<file path="src/rtl/fifo_ctrl_pkg.sv">
// Shared definitions for the FIFO recovery controller: state encoding,
// sticky-bit positions and a constant-evaluable ceil(log2) helper.
package fifo_ctrl_pkg;

  typedef enum logic [2:0] {
    IDLE    = 3'd0,
    RUN     = 3'd1,
    FLUSH   = 3'd2,
    HOLDOFF = 3'd3,
    FAULT   = 3'd4
  } state_e;

  localparam int STICKY_OVF = 0;
  localparam int STICKY_UNF = 1;

  function automatic int clog2(input int v);
    int r;
    int x;
    r = 0;
    x = v - 1;
    while (x > 0) begin
      r = r + 1;
      x = x >> 1;
    end
    return r;
  endfunction

endpackage

</file>
<file path="src/rtl/fifo_recovery_ctrl_sat_counter.sv">
// Saturating event counter; an increment in the same cycle as a clear
// leaves the counter at 1.
module sat_counter
  import fifo_ctrl_pkg::*;
#(
  parameter int CNT_W = 16
) (
  input  logic             clk,
  input  logic             reset,
  input  logic             inc,
  input  logic             clr,
  output logic [CNT_W-1:0] count
);

  logic [CNT_W-1:0] count_q, count_d;

  always_comb begin
    count_d = count_q;
    if (inc) begin
      if (clr) begin
        count_d = CNT_W'(1);
      end else if (count_q != '1) begin
        count_d = count_q + 1'b1;
      end
    end else if (clr) begin
      count_d = '0;
    end
  end

  always_ff @(posedge clk) begin
    if (reset) begin
      count_q <= '0;
    end else begin
      count_q <= count_d;
    end
  end

  assign count = count_q;

endmodule

</file>
<file path="src/rtl/fifo_recovery_ctrl.sv">
// FIFO overflow/underflow recovery sequencer with sticky status and optional
// saturating event counters (enabled by FIFO_RECOVERY_STATS_EN).
module fifo_recovery_ctrl
  import fifo_ctrl_pkg::*;
#(
  parameter int CLEAR_CYCLES   = 4,
  parameter int HOLDOFF_CYCLES = 8,
  parameter int MAX_RETRY      = 3,
  parameter int CNT_W          = 16
) (
  input  logic             clk,
  input  logic             reset,
  input  logic             enable,
  input  logic             auto_recover,
  input  logic             host_clear,
  input  logic             clr_status,
  input  logic             wr_overflow,
  input  logic             rd_underflow,
  output logic             fifo_clear,
  output logic             data_gate,
  output logic             busy,
  output logic             fault,
  output logic [1:0]       sticky,
  output logic [CNT_W-1:0] ovf_count,
  output logic [CNT_W-1:0] unf_count
);

  localparam int TMR_MAX = (CLEAR_CYCLES > HOLDOFF_CYCLES) ? CLEAR_CYCLES : HOLDOFF_CYCLES;
  localparam int TMR_W   = clog2(TMR_MAX) + 1;
  localparam int RTY_W   = clog2(MAX_RETRY) + 1;
  localparam logic [TMR_W-1:0] CLR_LOAD  = TMR_W'(CLEAR_CYCLES - 1);
  localparam logic [TMR_W-1:0] HOLD_LOAD = TMR_W'(HOLDOFF_CYCLES - 1);
  localparam logic [RTY_W-1:0] RTY_LAST  = RTY_W'(MAX_RETRY - 1);

  state_e           state_q, state_d;
  logic [TMR_W-1:0] timer_q, timer_d;
  logic [RTY_W-1:0] retry_q, retry_d;
  logic             ovf_prev_q, unf_prev_q;
  logic             fifo_clear_q, data_gate_q, busy_q, fault_q;
  logic [1:0]       sticky_q, sticky_d;

  logic ovf_rise, unf_rise, timer_zero, final_chk, ovf_ev, unf_ev;

  assign ovf_rise   = wr_overflow & ~ovf_prev_q;
  assign unf_rise   = rd_underflow & ~unf_prev_q;
  assign timer_zero = (timer_q == '0);
  assign final_chk  = (state_q == HOLDOFF) && timer_zero;

  // A flag still set at the end of hold-off counts as a fresh event.
  assign ovf_ev = ((state_q == RUN) & ovf_rise) | (final_chk & wr_overflow);
  assign unf_ev = ((state_q == RUN) & unf_rise) | (final_chk & rd_underflow);

  always_comb begin
    state_d = state_q;
    timer_d = timer_q;
    retry_d = retry_q;
    if (!enable) begin
      state_d = IDLE;
      timer_d = '0;
    end else begin
      case (state_q)
        IDLE: begin
          state_d = FLUSH;
          timer_d = CLR_LOAD;
          retry_d = '0;
        end
        RUN: begin
          if (host_clear || (auto_recover && (ovf_rise || unf_rise))) begin
            state_d = FLUSH;
            timer_d = CLR_LOAD;
            retry_d = '0;
          end
        end
        FLUSH: begin
          if (timer_zero) begin
            state_d = HOLDOFF;
            timer_d = HOLD_LOAD;
          end else begin
            timer_d = timer_q - 1'b1;
          end
        end
        HOLDOFF: begin
          if (host_clear) begin
            state_d = FLUSH;
            timer_d = CLR_LOAD;
            retry_d = '0;
          end else if (!timer_zero) begin
            timer_d = timer_q - 1'b1;
          end else if (!wr_overflow && !rd_underflow) begin
            state_d = RUN;
            timer_d = '0;
          end else if (retry_q < RTY_LAST) begin
            state_d = FLUSH;
            timer_d = CLR_LOAD;
            retry_d = retry_q + 1'b1;
          end else begin
            state_d = FAULT;
            timer_d = '0;
          end
        end
        FAULT: begin
          if (host_clear) begin
            state_d = FLUSH;
            timer_d = CLR_LOAD;
            retry_d = '0;
          end
        end
        default: begin
          state_d = IDLE;
          timer_d = '0;
        end
      endcase
    end
  end

  always_comb begin
    sticky_d = clr_status ? 2'b00 : sticky_q;
    sticky_d[STICKY_OVF] = sticky_d[STICKY_OVF] | ovf_ev;
    sticky_d[STICKY_UNF] = sticky_d[STICKY_UNF] | unf_ev;
  end

  // Outputs are decoded from the next state so they change on the same edge.
  always_ff @(posedge clk) begin
    if (reset) begin
      state_q      <= IDLE;
      timer_q      <= '0;
      retry_q      <= '0;
      ovf_prev_q   <= 1'b0;
      unf_prev_q   <= 1'b0;
      fifo_clear_q <= 1'b0;
      data_gate_q  <= 1'b0;
      busy_q       <= 1'b0;
      fault_q      <= 1'b0;
      sticky_q     <= 2'b00;
    end else begin
      state_q      <= state_d;
      timer_q      <= timer_d;
      retry_q      <= retry_d;
      ovf_prev_q   <= wr_overflow;
      unf_prev_q   <= rd_underflow;
      fifo_clear_q <= (state_d == FLUSH);
      data_gate_q  <= (state_d == RUN);
      busy_q       <= (state_d == FLUSH) || (state_d == HOLDOFF);
      fault_q      <= (state_d == FAULT);
      sticky_q     <= sticky_d;
    end
  end

  assign fifo_clear = fifo_clear_q;
  assign data_gate  = data_gate_q;
  assign busy       = busy_q;
  assign fault      = fault_q;
  assign sticky     = sticky_q;

`ifdef FIFO_RECOVERY_STATS_EN
  sat_counter #(.CNT_W(CNT_W)) u_ovf_cnt (
    .clk   (clk),
    .reset (reset),
    .inc   (ovf_ev),
    .clr   (clr_status),
    .count (ovf_count)
  );

  sat_counter #(.CNT_W(CNT_W)) u_unf_cnt (
    .clk   (clk),
    .reset (reset),
    .inc   (unf_ev),
    .clr   (clr_status),
    .count (unf_count)
  );
`else
  assign ovf_count = '0;
  assign unf_count = '0;
`endif

endmodule

</file>
<file path="config.mk">
export PLATFORM = sky130hd
export DESIGN_NAME = fifo_recovery_ctrl
export DESIGN_NICKNAME = d
export VERILOG_FILES = /design/src/rtl/fifo_ctrl_pkg.sv /design/src/rtl/fifo_recovery_ctrl_sat_counter.sv /design/src/rtl/fifo_recovery_ctrl.sv
export SDC_FILE = /design/constraint.sdc
export NUM_CORES = 1
export LEC_CHECK = 0
export BUFFER_PORTS_ARGS = -buffer_cell sky130_fd_sc_hd__buf_2
export CAP_MARGIN = 0
export CORE_UTILIZATION = 50
export DETAILED_ROUTE_END_ITERATION = 8
export MAX_ROUTING_LAYER = met4
export PLACE_DENSITY = 0.88
export SLEW_MARGIN = 20
export SYNTH_ARGS = -nofsm -noshare
export SYNTH_HDL_FRONTEND = slang
export SYNTH_HIERARCHICAL = 1
export SYNTH_SLANG_ARGS = --single-unit
</file>
<file path="constraint.sdc">
create_clock -name clk -period 3 [get_ports clk]
set_input_delay 0.6 -clock clk [delete_from_list [all_inputs] [get_ports clk]]
set_output_delay 0.6 -clock clk [all_outputs]
set_load 0.03 [all_outputs]
</file>
======== Word level (Yosys, flattened, before mapping) ========
Cells that the tools add are included.
storage, ports and cells
  bits in registers ....................... 18
  output and inout port bits .............. 38
  logic and storage cells ................. 78
operators by class
  $add $sub $neg .......................... 2
  magnitude comparators ................... 1
  equality and inequality tests ........... 13
  mux-type cells .......................... 25
  bitwise operators ....................... 13
  reductions and logical operators ........ 14
operator list
  cell                                                                          count
  3-bit two-way mux                                                             14
  4-bit two-way mux                                                             5
  4-bit one-hot mux with 5 select lines                                         1
  3-bit one-hot mux with 5 select lines                                         1
  3-bit by 2-bit equality test with 1-bit output, second input constant         4
  3-bit one-hot mux with 4 select lines                                         1
  7-bit AND reduction                                                           1
  1-bit bitwise AND                                                             6
  3-bit by 1-bit equality test with 1-bit output, second input constant         2
  3-bit equality test, second input constant                                    2
  2-bit two-way mux                                                             3
  3-bit != test, second input constant                                          2
  4-bit zero test                                                               1
  1-bit OR                                                                      4
  4-bit nonzero test                                                            1
  4-bit by 1-bit subtractor with 4-bit output, second input constant            1
  3-bit by 1-bit adder with 3-bit output, second input constant                 1
  1-bit logical AND                                                             3
  3-bit zero test                                                               1
  1-bit logical OR                                                              3
  3-bit by 2-bit less-than comparator with 1-bit output, second input constant  1
  3-bit by 2-bit != test with 1-bit output, second input constant               1
  1-bit inverter                                                                3
  1-bit zero test                                                               2
  other kinds (4)                                                               4

======== Depth between registers and ports, before layout ========
  depth after elaboration ................. 10
  depth in mapped cells ................... 7
  gate-level depth less buffers ........... 7

======== Worst setup path after synthesis ========
Ideal clock, no wire load.
  path kind ............................... flip-flop to flip-flop
  start ................................... reg timer_q[0]
  end ..................................... reg timer_q[2]
  setup time .............................. 0.073 ns
  data arrival time ....................... 1.567 ns
  path slack .............................. 1.360 ns
  stages on the path, launching flop included .. 8
  path buffers ............................ 0
  period minus slack after synthesis ...... 1.640 ns
  cell sequence ........................... dfxtp_1 -> inv_1 -> ha_1 -> nor3b_4 -> or3b_4 -> nand2b_1 -> a21oi_1 -> nor3_2
between the ends
  longest elaborated chain between the ends .. 4
  elaborated cells between the ends (all ways) .. 6
RTL lines
  item                                                                                   line                                                                          text
  start, declared                                                                        fifo_recovery_ctrl.sv:36                                                      logic [TMR_W-1:0] timer_q, timer_d;
  start signal, assigned                                                                 fifo_recovery_ctrl.sv:137                                                     timer_q <= timer_d;
  4-bit by 1-bit subtractor with 4-bit output / 4-bit zero test (equally long branches)  fifo_recovery_ctrl.sv:79, fifo_recovery_ctrl.sv:88, fifo_recovery_ctrl.sv:46
  4-bit two-way mux                                                                      fifo_recovery_ctrl.sv:87                                                      end else if (!timer_zero) begin
  4-bit two-way mux                                                                      fifo_recovery_ctrl.sv:83                                                      if (host_clear) begin
  4-bit one-hot mux with 5 select lines (*)                                              fifo_recovery_ctrl.sv:61                                                      case (state_q)
Mark *: on every way between the ends. The rest lies on a longest branch, timed or not.
A chain may end at the register's enable or synchronous reset.

======== Worst setup path after layout ========
  start ................................... reg timer_q[0]
  end ..................................... reg fifo_clear_q, in the netlist fifo_clear
between the ends
  longest elaborated chain between the ends .. 6
  elaborated cells between the ends (all ways) .. 7
RTL lines
  item                                                line                       text
  4-bit zero test (*)                                 fifo_recovery_ctrl.sv:46   assign timer_zero = (timer_q == '0);
  3-bit two-way mux                                   fifo_recovery_ctrl.sv:87
  3-bit two-way mux                                   fifo_recovery_ctrl.sv:83
  3-bit one-hot mux with 5 select lines (*)           fifo_recovery_ctrl.sv:61
  3-bit two-way mux (*)                               fifo_recovery_ctrl.sv:57   if (!enable) begin
  3-bit by 2-bit equality test with 1-bit output (*)  fifo_recovery_ctrl.sv:141  fifo_clear_q <= (state_d == FLUSH);
  end signal, assigned                                fifo_recovery_ctrl.sv:141
  end, declared                                       fifo_recovery_ctrl.sv:39   logic fifo_clear_q, data_gate_q, busy_q, fault_q;
Marked as above.

==> flow_summary.rst <==
.. list-table::
   :header-rows: 1

   * - Metric
     - Value
   * - Clk slew on worst S/H paths
     - 0.10 ns
   * - Ranking of synthesized cells by area
     - sky130_fd_sc_hd__dfxtp_1 30%, sky130_fd_sc_hd__buf_4 20%, sky130_fd_sc_hd__nor2_1 4.1%
   * - Min Clock Period, post-route
     - 2.04 ns
   * - Maximum vdd drop
     - around 0.28 mV
   * - RD Place Congestion
     - 0.858
   * - Unrepaired setup endpoints after global routing
     - no
   * - Post-cts sizing count
     - 0
   * - Number of antenna violations at the first check in global routing
     - 0
   * - Floorplan die area
     - approximately 2600 um2
   * - Final setup violation count
     - 0
   * - Clock Path Buffers
     - 2
   * - Main synth FF type
     - sky130_fd_sc_hd__dfxtp_1
   * - I/O pin total
     - 46
   * - Number of cells in the design after placement
     - 185
   * - Mean instance size in the synthesized netlist
     - 8.13 um2
   * - Number of levels the H-tree was split into
     - 1
   * - Final wirelength
     - 2.26 mm
   * - Kind of start point of the critical path
     - register
   * - Yosys warnings
     - 6
   * - Maximum cell stage delay along the critical path
     - 0.41 ns
   * - Share of cells above drive strength 1
     - 0.168
   * - Maximum Capacitance Violations
     - 0
   * - Critical path data required time
     - 3.16 ns
   * - Post-route clock period utilization
     - 0.679
   * - Overall global routing resource usage
     - 0.188
   * - Later-pin clock latency in the skew report
     - 0.29 ns
   * - Portion of the post-synthesis area used by sequential elements
     - 0.299
   * - Routed vias
     - 964
   * - Drt drc
     - 0
   * - Initial DRT Pass Iterations
     - 4
   * - Final count of pins violating max slew
     - 0
   * - IO Port Bufs
     - 13
   * - HPWL reported at the end of detailed placement
     - 1.74 mm
   * - Run status
     - finished, final reports clean
   * - Worst path arrival time
     - 2.20 ns
   * - Cell with the most instances after synthesis
     - sky130_fd_sc_hd__buf_4
   * - Diode insertion count for antenna repair
     - 0
   * - Average vias per placed instance
     - 5.10
   * - Standard cell with the maximum stage delay on the critical path
     - sky130_fd_sc_hd__nor3b_4
   * - Layout overhead on the synthesized area
     - -0.104%
   * - Worst clock skew on the final layout
     - 0.00358 ns
   * - Top delay family on crit path
     - simple AND/OR/NAND/NOR gates
   * - Syn Std Cell Area
     - 1200 um2
   * - Routed len/inst
     - ~12 um
   * - Chip width
     - 51.1 um
   * - Placeable core region
     - 2230 um2
   * - Iteration-0 DRC Markers
     - 33
   * - Class of the most critical hold timing path
     - reg2reg
   * - Crit path cell chain
     - inv_1 > ha_1 > nor3b_4 > nand3_1 > nand2_1 > a32oi_1 > nor4b_1
   * - Asr flop ratio synth
     - 0
   * - Final antenna-violating net count
     - 0
   * - Post-synth top area share
     - 0.299
   * - Critical path class
     - reg2reg
   * - Die Y
     - 51.1 um
   * - Pin count of the biggest net entering global routing
     - 13
   * - Number of buffers added by the clock tree synthesis step
     - 3
   * - Post-CTS Setup Inserts
     - 0
   * - Static Leak
     - 0.549 nW
   * - Global-route wire length before repair
     - 3.56 mm
   * - Number of distinct library cell variants in the gate-level netlist after synthesis
     - 38
   * - Root Buffer
     - sky130_fd_sc_hd__clkbuf_4
   * - Largest area contributor in the synthesized netlist
     - sky130_fd_sc_hd__dfxtp_1
   * - Setup_tns
     - 0 ns
   * - Number of global-route vias before repair
     - 799
   * - Critical Path End Type
     - register
   * - Row count
     - 17
   * - Non-Filler Instances
     - 189
   * - Hold violation count in the final report
     - 0
   * - Number of nets at the end of the flow
     - around 170
   * - Largest driver fanout on the critical path
     - 10
   * - Flops & latches, synth
     - 18
   * - Clock tree from TritonCTS
     - built
   * - Fmax
     - 491 MHz
   * - Number of standard cells after synthesis
     - 148
   * - Clock sink total
     - 18
   * - Number of hold buffers added after CTS
     - 0
   * - Aggregate global routing overflow
     - 0
   * - Top cells by instance count after synthesis
     - 32 x sky130_fd_sc_hd__buf_4, 18 x sky130_fd_sc_hd__dfxtp_1, 13 x sky130_fd_sc_hd__nor2_1, 8 x sky130_fd_sc_hd__nand3_1
   * - Crit path buf inv count
     - 1
   * - Number of synthesized flops with an enable pin
     - 0
   * - Effective utilization at floorplan
     - 0.539
   * - Pwr dens
     - 431 nW/um2
==> report_power, final <==
group / total (W) / switching (W) / internal, W
logic: 0.000120 / 0.0000921 / 0.0000277
clock network: 0.000146 / 0.0000720 / 0.0000739
registers: 0.000252 / 0.00000699 / 0.000245
==> registers in the layout, indices dropped and copies added (netlist names), 2 cells and up <==
| signal | count |
|---|---|
| sticky | 2 |
| retry_q | 3 |
| timer_q | 4 |
| state_q | 3 |
==> layer usage <==
layer | track usage | up-vias | part of all wire
li1 | - | 471 | -
met1 | 0.217 | 430 | 0.41
met2 | 0.318 | 51 | 0.50
met3 | 0.0417 | 12 | 0.067
met4 | 0.0648 | 0 | 0.021
met5 | - | - | 0
==> worst paths after layout <==
path               from         end  slack, ns  cells after the start
min reg2reg   sticky[0]   sticky[0]       0.49                      2
min           sticky[0]   sticky[0]       0.49                      2
max reg2reg  timer_q[0]  fifo_clear       0.96                      7
max          timer_q[0]  fifo_clear       0.96                      7
==> logic make-up after synthesis <==
| family | synth area share |
|---|---|
| DFF | 0.299 |
| other | 0.00312 |
| and+or+nand+nor | 0.270 |
| adders and majority gates | 0.0312 |
| buffers and inverters | 0.223 |
| AOI/OAI and AO/OA | 0.173 |
==> worst min-delay path: cells and delay by family, from the launching register on <==
kind             cells  cell delay, ns
flip-flops           1            0.32
AO/OA/AOI/OAI        1            0.06
AND/OR/NAND/NOR      1            0.07
==> layout by cell type, fill, tap and decap left out, types with 2 or more instances in the layout <==
| master | count |
|---|---|
| sky130_fd_sc_hd__ha_1 | 3 |
| sky130_fd_sc_hd__o21a_1 | 2 |
| sky130_fd_sc_hd__buf_2 | 13 |
| sky130_fd_sc_hd__nor2b_1 | 6 |
| sky130_fd_sc_hd__nor3_1 | 4 |
| sky130_fd_sc_hd__o21ai_0 | 6 |
| sky130_fd_sc_hd__inv_1 | 4 |
| sky130_fd_sc_hd__or2_2 | 2 |
| sky130_fd_sc_hd__o21bai_1 | 3 |
| sky130_fd_sc_hd__dfxtp_1 | 18 |
| sky130_fd_sc_hd__a32o_1 | 2 |
| sky130_fd_sc_hd__conb_1 | 32 |
| sky130_fd_sc_hd__a21oi_1 | 7 |
| sky130_fd_sc_hd__nand2_1 | 7 |
| sky130_fd_sc_hd__clkbuf_4 | 3 |
| sky130_fd_sc_hd__a32oi_1 | 2 |
| sky130_fd_sc_hd__nand3_1 | 8 |
| sky130_fd_sc_hd__nor2_1 | 13 |
| sky130_fd_sc_hd__nand2b_1 | 4 |
| sky130_fd_sc_hd__a31oi_1 | 3 |
| sky130_fd_sc_hd__o211ai_1 | 2 |
==> stage by stage <==
stage                     instance area (um2)  hold WS, ns  setup slack [ns]  total power (W)   util
after floorplan                          1320        0.453              1.36         0.000389      -
after global placement                   1170        0.462              1.14         0.000372  0.522
after detailed placement                 1170        0.465              1.10         0.000375  0.522
after CTS                                1200        0.482              1.00         0.000519  0.538
after global routing                     1200        0.515             0.879         0.000544  0.538
final                                    1200        0.488             0.963         0.000518  0.538
==> final cells by class <==
class	count	area, um2
Tap cell	28	35.0
Clock buffer	4	36.3
Inverter	4	15.0
Fill cell	231	1030
Sequential cell	18	360
Timing Repair Buffer	13	65.1
Multi-Input combinational cell	122	691
Power figures use the tool's default switching activity.
